<file path="config.mk">
export PLATFORM = sky130hd
export DESIGN_NAME = alu_issue_stage_flat
export DESIGN_NICKNAME = d
export VERILOG_FILES = /design/src/rtl/alu_issue_stage_if.sv /design/src/rtl/alu_issue_stage.sv /design/src/flat_wrapper.sv
export SDC_FILE = /design/constraint.sdc
export NUM_CORES = 1
export LEC_CHECK = 0
export ABC_CLOCK_PERIOD_IN_PS = 1650
export CAP_MARGIN = 20
export CORE_MARGIN = 5
export CORE_UTILIZATION = 44
export DETAILED_ROUTE_END_ITERATION = 10
export MAX_ROUTING_LAYER = met4
export PLACE_DENSITY_LB_ADDON = 0.1
export SYNTH_ARGS = -nofsm -noshare
export SYNTH_HDL_FRONTEND = slang
export SYNTH_SLANG_ARGS = --single-unit
export TNS_END_PERCENT = 20
</file>
<file path="constraint.sdc">
create_clock -name clk -period 1.65 [get_ports clk]
set_input_delay 0.2475 -clock clk [delete_from_list [all_inputs] [get_ports clk]]
set_output_delay 0.2475 -clock clk [all_outputs]
set_load 0.02 [all_outputs]
</file>
<file path="src/rtl/alu_issue_stage_if.sv">
// rtl/alu_issue_stage_if.sv - command, ALU operand and result bundle for alu_issue_stage
interface alu_issue_stage_if;
    logic       in_valid;
    logic       in_ready;
    logic [3:0] in_a;
    logic [3:0] in_b;
    logic [3:0] in_sel;
    logic [3:0] alu_a;
    logic [3:0] alu_b;
    logic [3:0] alu_sel;
    logic [5:0] alu_y;
    logic       out_valid;
    logic       out_ready;
    logic [5:0] out_y;
    logic [3:0] out_sel;
    logic       out_zero;
    logic       out_neg;
    logic       busy;

    modport master (
        output in_valid, in_a, in_b, in_sel, alu_y, out_ready,
        input  in_ready, alu_a, alu_b, alu_sel, out_valid, out_y, out_sel, out_zero, out_neg, busy
    );

    modport slave (
        input  in_valid, in_a, in_b, in_sel, alu_y, out_ready,
        output in_ready, alu_a, alu_b, alu_sel, out_valid, out_y, out_sel, out_zero, out_neg, busy
    );
endinterface

</file>
<file path="src/rtl/alu_issue_stage.sv">
// rtl/alu_issue_stage.sv - command FIFO, registered ALU operand issue and result capture
module alu_issue_stage #(
    parameter int FIFO_DEPTH = 2,
    parameter bit ISOLATE    = 1'b1
) (
    input  logic             clk,
    input  logic             rst,
    alu_issue_stage_if.slave bus
);
    localparam int PW = (FIFO_DEPTH > 2) ? 2 : 1;
    localparam int CW = PW + 1;
    localparam logic [CW-1:0] FULL = CW'(FIFO_DEPTH);

    typedef struct packed {
        logic [3:0] a;
        logic [3:0] b;
        logic [3:0] sel;
    } cmd_t;

    cmd_t          mem [FIFO_DEPTH];
    logic [PW-1:0] wr_ptr;
    logic [PW-1:0] rd_ptr;
    logic [CW-1:0] count;

    logic       iss_valid;
    cmd_t       iss;
    logic       res_valid;
    logic [5:0] res_y;
    logic [3:0] res_sel;
    logic       res_zero;
    logic       res_neg;

    logic push;
    logic res_ld;
    logic iss_ld;

    // in_ready looks at FIFO occupancy only, so a full FIFO never takes a push even while popping
    assign push   = bus.in_valid && (count != FULL);
    assign res_ld = iss_valid && (!res_valid || bus.out_ready);
    assign iss_ld = (count != '0) && (!iss_valid || res_ld);

    always_ff @(posedge clk) begin
        if (push) begin
            mem[wr_ptr] <= {bus.in_a, bus.in_b, bus.in_sel};
        end
    end

    always_ff @(posedge clk or posedge rst) begin
        if (rst) begin
            wr_ptr <= '0;
            rd_ptr <= '0;
            count  <= '0;
        end else begin
            if (push) begin
                wr_ptr <= wr_ptr + PW'(1);
            end
            if (iss_ld) begin
                rd_ptr <= rd_ptr + PW'(1);
            end
            case ({push, iss_ld})
                2'b10:   count <= count + CW'(1);
                2'b01:   count <= count - CW'(1);
                default: count <= count;
            endcase
        end
    end

    // Operands only move on a real issue; idle keeps them frozen (or zeroed) so the ALU stays quiet
    always_ff @(posedge clk or posedge rst) begin
        if (rst) begin
            iss_valid <= 1'b0;
            iss       <= '0;
        end else if (iss_ld) begin
            iss_valid <= 1'b1;
            iss       <= mem[rd_ptr];
        end else if (res_ld) begin
            iss_valid <= 1'b0;
            if (!ISOLATE) begin
                iss <= '0;
            end
        end
    end

    always_ff @(posedge clk or posedge rst) begin
        if (rst) begin
            res_valid <= 1'b0;
            res_y     <= '0;
            res_sel   <= '0;
            res_zero  <= 1'b1;
            res_neg   <= 1'b0;
        end else if (res_ld) begin
            res_valid <= 1'b1;
            res_y     <= bus.alu_y;
            res_sel   <= iss.sel;
            res_zero  <= (bus.alu_y == 6'd0);
            res_neg   <= bus.alu_y[5];
        end else if (res_valid && bus.out_ready) begin
            res_valid <= 1'b0;
        end
    end

    assign bus.in_ready  = (count != FULL);
    assign bus.alu_a     = iss.a;
    assign bus.alu_b     = iss.b;
    assign bus.alu_sel   = iss.sel;
    assign bus.out_valid = res_valid;
    assign bus.out_y     = res_y;
    assign bus.out_sel   = res_sel;
    assign bus.out_zero  = res_zero;
    assign bus.out_neg   = res_neg;
    assign bus.busy      = (count != '0) || iss_valid || res_valid;
endmodule

</file>
<file path="src/flat_wrapper.sv">
// flat-port wrapper written by rule: the top's interface ports become plain ports
module alu_issue_stage_flat 
#(
    parameter int FIFO_DEPTH = 2,
    parameter bit ISOLATE    = 1'b1
)
  (clk, rst, bus_in_valid, bus_in_a, bus_in_b, bus_in_sel, bus_alu_y, bus_out_ready, bus_in_ready, bus_alu_a, bus_alu_b, bus_alu_sel, bus_out_valid, bus_out_y, bus_out_sel, bus_out_zero, bus_out_neg, bus_busy);
  alu_issue_stage_if bus_i ();
  input  logic clk;
  input  logic rst;
  input wire logic [$bits(bus_i.in_valid)-1:0] bus_in_valid;
  input wire logic [$bits(bus_i.in_a)-1:0] bus_in_a;
  input wire logic [$bits(bus_i.in_b)-1:0] bus_in_b;
  input wire logic [$bits(bus_i.in_sel)-1:0] bus_in_sel;
  input wire logic [$bits(bus_i.alu_y)-1:0] bus_alu_y;
  input wire logic [$bits(bus_i.out_ready)-1:0] bus_out_ready;
  output wire logic [$bits(bus_i.in_ready)-1:0] bus_in_ready;
  output wire logic [$bits(bus_i.alu_a)-1:0] bus_alu_a;
  output wire logic [$bits(bus_i.alu_b)-1:0] bus_alu_b;
  output wire logic [$bits(bus_i.alu_sel)-1:0] bus_alu_sel;
  output wire logic [$bits(bus_i.out_valid)-1:0] bus_out_valid;
  output wire logic [$bits(bus_i.out_y)-1:0] bus_out_y;
  output wire logic [$bits(bus_i.out_sel)-1:0] bus_out_sel;
  output wire logic [$bits(bus_i.out_zero)-1:0] bus_out_zero;
  output wire logic [$bits(bus_i.out_neg)-1:0] bus_out_neg;
  output wire logic [$bits(bus_i.busy)-1:0] bus_busy;
  assign bus_i.in_valid = bus_in_valid;
  assign bus_i.in_a = bus_in_a;
  assign bus_i.in_b = bus_in_b;
  assign bus_i.in_sel = bus_in_sel;
  assign bus_i.alu_y = bus_alu_y;
  assign bus_i.out_ready = bus_out_ready;
  assign bus_in_ready = bus_i.in_ready;
  assign bus_alu_a = bus_i.alu_a;
  assign bus_alu_b = bus_i.alu_b;
  assign bus_alu_sel = bus_i.alu_sel;
  assign bus_out_valid = bus_i.out_valid;
  assign bus_out_y = bus_i.out_y;
  assign bus_out_sel = bus_i.out_sel;
  assign bus_out_zero = bus_i.out_zero;
  assign bus_out_neg = bus_i.out_neg;
  assign bus_busy = bus_i.busy;
  alu_issue_stage #(.FIFO_DEPTH(FIFO_DEPTH), .ISOLATE(ISOLATE)) u_core (.clk(clk), .rst(rst), .bus(bus_i));
endmodule
</file>
### Word-level counts from Yosys, hierarchy flattened

Memory sizes are Yosys's and may differ from the RTL's. A register that Yosys moved wholly into a read port is not among the register bits.
Index checks and enable logic that the tools add are counted.

| storage, ports and cells | value |
|---|---|
| memories | 1 |
| output and inout port bits | 27 |
| bits in writable memories | 24 |
| flip-flop bits (word level) | 18 |
| logic and storage cells | 39 |
| input port bits | 22 |

| operators by class | value |
|---|---|
| reduce and logical (&&, ||, !) cells | 15 |
| add/sub/neg operators | 4 |
| mux-type cells | 7 |
| equality and inequality tests | 3 |

Memories:

| name | depth | width | read ports | clocked after Yosys merged registers in | wr ports | RTL line | text |
|---|---|---|---|---|---|---|---|
| u_core.mem | 2 | 12 | 1 | 1 | 1 | alu_issue_stage.sv:20 | `cmd_t mem [FIFO_DEPTH];` |

Operator list:

| cell | number |
|---|---|
| nonzero test 2 bit | 4 |
| logical NOT 6 bit | 1 |
| 2-to-1 mux 1 bit | 6 |
| logical AND 1 bit | 4 |
| logical OR 1 bit | 4 |
| one-hot mux 2 bit (2 select lines) | 1 |
| adder 1 bit, second input constant | 2 |
| adder 2 x 1 -> 2 bit, second input constant | 1 |
| equality test 2 x 1 -> 1 bit, second input constant | 1 |
| equality test 2 bit, second input constant | 1 |
| logical NOT 1 bit | 2 |
| != test 2 bit, second input constant | 1 |
| subtractor 2 x 1 -> 2 bit, second input constant | 1 |

### Logic depth before layout (Yosys ltp)

| depth | value |
|---|---|
| depth in word-level cells | 7 |
| mapped depth | 7 |
| mapped depth without buffers | 6 |

### Least setup slack after synthesis

Ideal clock, no wire load.

| timing path | value |
|---|---|
| kind | reg-to-reg |
| start | register u_core.count[0] |
| end | memory u_core.mem[0][0] (netlist name), enable pin |
| setup time | 380 ps |
| stages on the path, launching flop included | 4 |
| buffers on the path | 0 |
| period minus slack after synthesis | 1758 ps |
| data arrival time | 1377 ps |
| slack | -108 ps |
| required time | 1270 ps |
| path through | dfrtp_1 > nand2b_1 > nand2_1 > nor2_1 |

| on the way | value |
|---|---|
| longest elaborated chain between the ends | 4 |

RTL lines:

| what | RTL line | text |
|---|---|---|
| start: declaration | alu_issue_stage.sv:23 | `logic [CW-1:0] count;` |
| start signal: assignment | alu_issue_stage.sv:61 | `2'b10: count <= count + CW'(1);` |
| start signal: assignment | alu_issue_stage.sv:62 | `2'b01: count <= count - CW'(1);` |
| start signal: assignment | alu_issue_stage.sv:63 | `default: count <= count;` |
| != test 2 bit | - |  |
| via bus_in_ready | flat_wrapper.sv:17 | `output wire logic [$bits(bus_i.in_ready)-1:0] bus_in_ready;` |
| logical AND 1 bit | alu_issue_stage.sv:38 | `assign push = bus.in_valid && (count != FULL);` |
| 2-to-1 mux 1 bit | alu_issue_stage.sv:43 | `if (push) begin` |
| 2-to-1 mux 1 bit (implied by the code) | alu_issue_stage.sv:44 | `mem[wr_ptr] <= {bus.in_a, bus.in_b, bus.in_sel};` |
| end: declaration | alu_issue_stage.sv:20 |  |

The timed path passes the listed nets, and every way through them passes these cells.

### Worst setup path after layout

| timing path | value |
|---|---|
| start | register u_core.res_valid (netlist: u_core.bus.out_valid) |
| end | output port bus_out_valid |

RTL lines:

| what | RTL line | text |
|---|---|---|
| start: declaration | alu_issue_stage.sv:27 | `logic res_valid;` |
| start signal: assignment | alu_issue_stage.sv:86 | `res_valid <= 1'b0;` |
| start signal: assignment | alu_issue_stage.sv:92 | `res_valid <= 1'b1;` |
| start signal: assignment | alu_issue_stage.sv:98 | `res_valid <= 1'b0;` |
| end: declaration | flat_wrapper.sv:21 | `output wire logic [$bits(bus_i.out_valid)-1:0] bus_out_valid;` |

No word-level cell between the ends.

==> impl_metrics.json <==
{
  "status": "completed",
  "hpwl_mm": 2.60,
  "n_antenna_cell": 0,
  "syn_inst": 115,
  "dieArea_um2": 6160,
  "timing.hold.ws_ns": 0.319,
  "worstPathMaxFanout": 3,
  "drt_iter0_drc": 29,
  "p_per_area_nw_per_um2": 1910,
  "hold_buffers": 0,
  "viasPerCell": 4.82,
  "io-pin-count": 49,
  "post-route-min-period_ns": 1.59,
  "worst-path-buf-inv": 1,
  "dr.pass1.iters": 4,
  "grt_start_max_net_pins": 30,
  "drc": 0,
  "cp_top_family": "buffers and inverters",
  "worst_r2r_path_depth": 2,
  "path_class": "reg -> out",
  "core_area_um2": 4630,
  "clock_latency_ns": 0.30,
  "cts_max_level": 2,
  "yosys_warnings": 0,
  "yosysSeqAreaShare_pct": 70.1,
  "worstMarginPinSlew_ns": 0.577,
  "routed_wl_mm": 3.68,
  "rows": 25,
  "antenna_found_initial": 0,
  "grt_pass1_wl_mm": 6.09,
  "wl_per_cell_um": 16.1,
  "clockBufferDepth": 2,
  "setup_viol_count_final": 0,
  "dp_cells": 220,
  "clk_pin_slew_ns": 0.10,
  "slew_headroom_pct": 61.6,
  "ant_nets": 0,
  "cp.arrival_ns": 1.34,
  "finClkSkew_ns": 0.00990,
  "post-route-period-util_pct": 96.4,
  "power.leakage_uw": 0.00109,
  "startpoint_type": "register",
  "cp.depth": 1,
  "synth.largest_area_cell": "edfxtp_1",
  "initial_utilization_pct": 44.6,
  "max_freq_ghz": 0.628,
  "numCtsBuffers": 5,
  "grt_pass1_vias": 1193,
  "rsz0062_at_grt": "false",
  "ys_seq_elements": 53,
  "ys_types": 21,
  "num_vias": 1098,
  "die_y_um": 78.5,
  "cts_tree": "yes",
  "nets": 196,
  "syn_area_um2": 2060,
  "syn_area_per_cell_um2": 18.0,
  "gp_congestion": 0.719,
  "synth_nets": 138,
  "placed_area_um2": 2670,
  "maxCapViolCount": 0,
  "critPathMaxStageDelay_ns": 0.63,
  "ir_worst_vdd_v": 0.00110,
  "path_cells": "clkdlybuf4s50_1",
  "drive_above_1_share_pct": 30.5,
  "gr-total-overflow": 0,
  "timing.setup.tns_ns": 0,
  "port_buffers": 48,
  "design_area_um2": 2750,
  "hp-class": "in -> async",
  "hold_violations": 0,
  "yosys-top-cells-area": "edfxtp_1 35%, dfrtp_1 34%, mux2_2 15%",
  "synth.top_cell.area_share_pct": 34.9,
  "die_w_um": 78.5,
  "clock-root-buffer": "clkbuf_8",
  "syn2layout_area_growth_pct": 33.2,
  "fillCellCount": 362,
  "numClockSinks": 53,
  "endpoint_kind": "output port",
  "fin_cells": 228,
  "worstPathRequired_ns": 1.40,
  "crit_slowest_cell": "clkdlybuf4s50_1",
  "drv_slew": 0,
  "grt_usage_pct": 13.5
}
-- sequential cells by signal (all words and copies together), names as in the netlist, 2 cells and up --
signal	cells
u_core.bus.alu_a	4
u_core.bus.alu_b	4
u_core.bus.alu_sel	4
u_core.bus.out_sel	4
u_core.bus.out_y	6
u_core.count	2
u_core.mem	24
-- placed cells by master (no fill, tap or decap) --
| master | instances |
|---|---|
| and3_1 | 1 |
| buf_12 | 3 |
| buf_4 | 4 |
| clkbuf_8 | 5 |
| clkdlybuf4s50_1 | 45 |
| clkinv_1 | 1 |
| clkinv_2 | 1 |
| clkinv_4 | 1 |
| dfrtp_1 | 28 |
| dfstp_2 | 1 |
| dlygate4sd2_1 | 3 |
| edfxtp_1 | 24 |
| ha_1 | 1 |
| inv_1 | 2 |
| mux2_2 | 27 |
| mux2_4 | 8 |
| nand2_1 | 4 |
| nand2b_1 | 1 |
| nand2b_4 | 1 |
| nor2_1 | 3 |
| nor2_2 | 1 |
| nor3_1 | 1 |
| o21ai_0 | 1 |
| o22a_4 | 1 |
| or4_1 | 1 |
| xnor2_1 | 3 |
| xor2_1 | 2 |
-- area by class of cell --
type	count	area (um2)	area share, %
clock inverters	3	17.5	0.637
clock buffers	5	68.8	2.50
multi-input cells	56	574	20.9
inverters	2	7.51	0.273
well taps	54	67.6	2.46
flip-flops and latches	53	1450	52.6
repair buffers	55	567	20.6
-- timing repair --
item / in CTS / in global routing
setup buffers: 0 / 0
endpoints found under the setup margin: 3 / 0
endpoints found under the hold margin: 0 / 0
gates resized for setup: 3 / 0
-- kinds of logic (layout without fill, tap and decap cells) --
family | after synthesis | in the layout | synth area share [%]
AO/OA/AOI/OAI | 2 | 2 | 1.09
XOR/XNOR | 5 | 5 | 2.12
adder cells (fa/ha/maj) | 1 | 1 | 0.606
buffers and inverters | 6 | 65 | 2.18
flip-flops | 53 | 53 | 70.1
multiplexers | 35 | 35 | 20.5
AND/OR/NAND/NOR | 13 | 13 | 3.33
-- report_power, final --
| group | leakage (uW) | internal (uW) | switching (uW) | total, uW |
|---|---|---|---|---|
| registers | 0.000556 | 1890 | 306 | 2190 |
| clock network | 0.0000455 | 294 | 410 | 704 |
| logic | 0.000485 | 1360 | 1000 | 2370 |
-- synthesized netlist by cell type --
library cell,count
and3_1,1
buf_12,1
buf_2,2
buf_4,1
dfrtp_1,28
dfstp_2,1
edfxtp_1,24
ha_1,1
inv_1,2
mux2_2,27
mux2_4,8
nand2_1,4
nand2b_1,1
nand2b_4,1
nor2_1,4
nor3_1,1
o21ai_0,1
o22a_4,1
or4_1,1
xnor2_1,3
xor2_1,2
-- per-layer routing --
layer	part of all wire [%]	global-route usage, %	wire [um]	vias to the layer above
met2	50	21.5	1830	31
met1	44	16.4	1610	531
met3	5.1	4.59	189	5
met5	0	-	0	-
met4	1.3	4.20	49	0
li1	-	-	-	531
-- stage by stage --
| step | setup WS (ns) | power [uW] | util [%] |
|---|---|---|---|
| global placement | -0.0147 | 4570 | 57.6 |
| floorplan | 0.0394 | 3650 | - |
| detailed placement | -0.0904 | 4650 | 57.6 |
| global route | 0.00296 | 5570 | 59.4 |
| finish | 0.0588 | 5270 | 59.4 |
| CTS | 0.0383 | 5350 | 59.4 |
-- path summary, 6_finish.rpt --
check                      slack, ns            startpoint             endpoint
setup / recovery                0.06  u_core.bus.out_valid        bus_out_valid
hold / removal                  0.32                   rst  u_core.bus.alu_a[1]
setup reg to reg                0.15         u_core.rd_ptr  u_core.bus.alu_b[0]
hold reg to reg                 0.51   u_core.bus.out_y[2]  u_core.bus.out_y[2]
max in group asynchronous       1.00                   rst  u_core.bus.out_zero
min in group clk                0.51   u_core.bus.out_y[2]  u_core.bus.out_y[2]
Power figures use the tool's default switching activity.
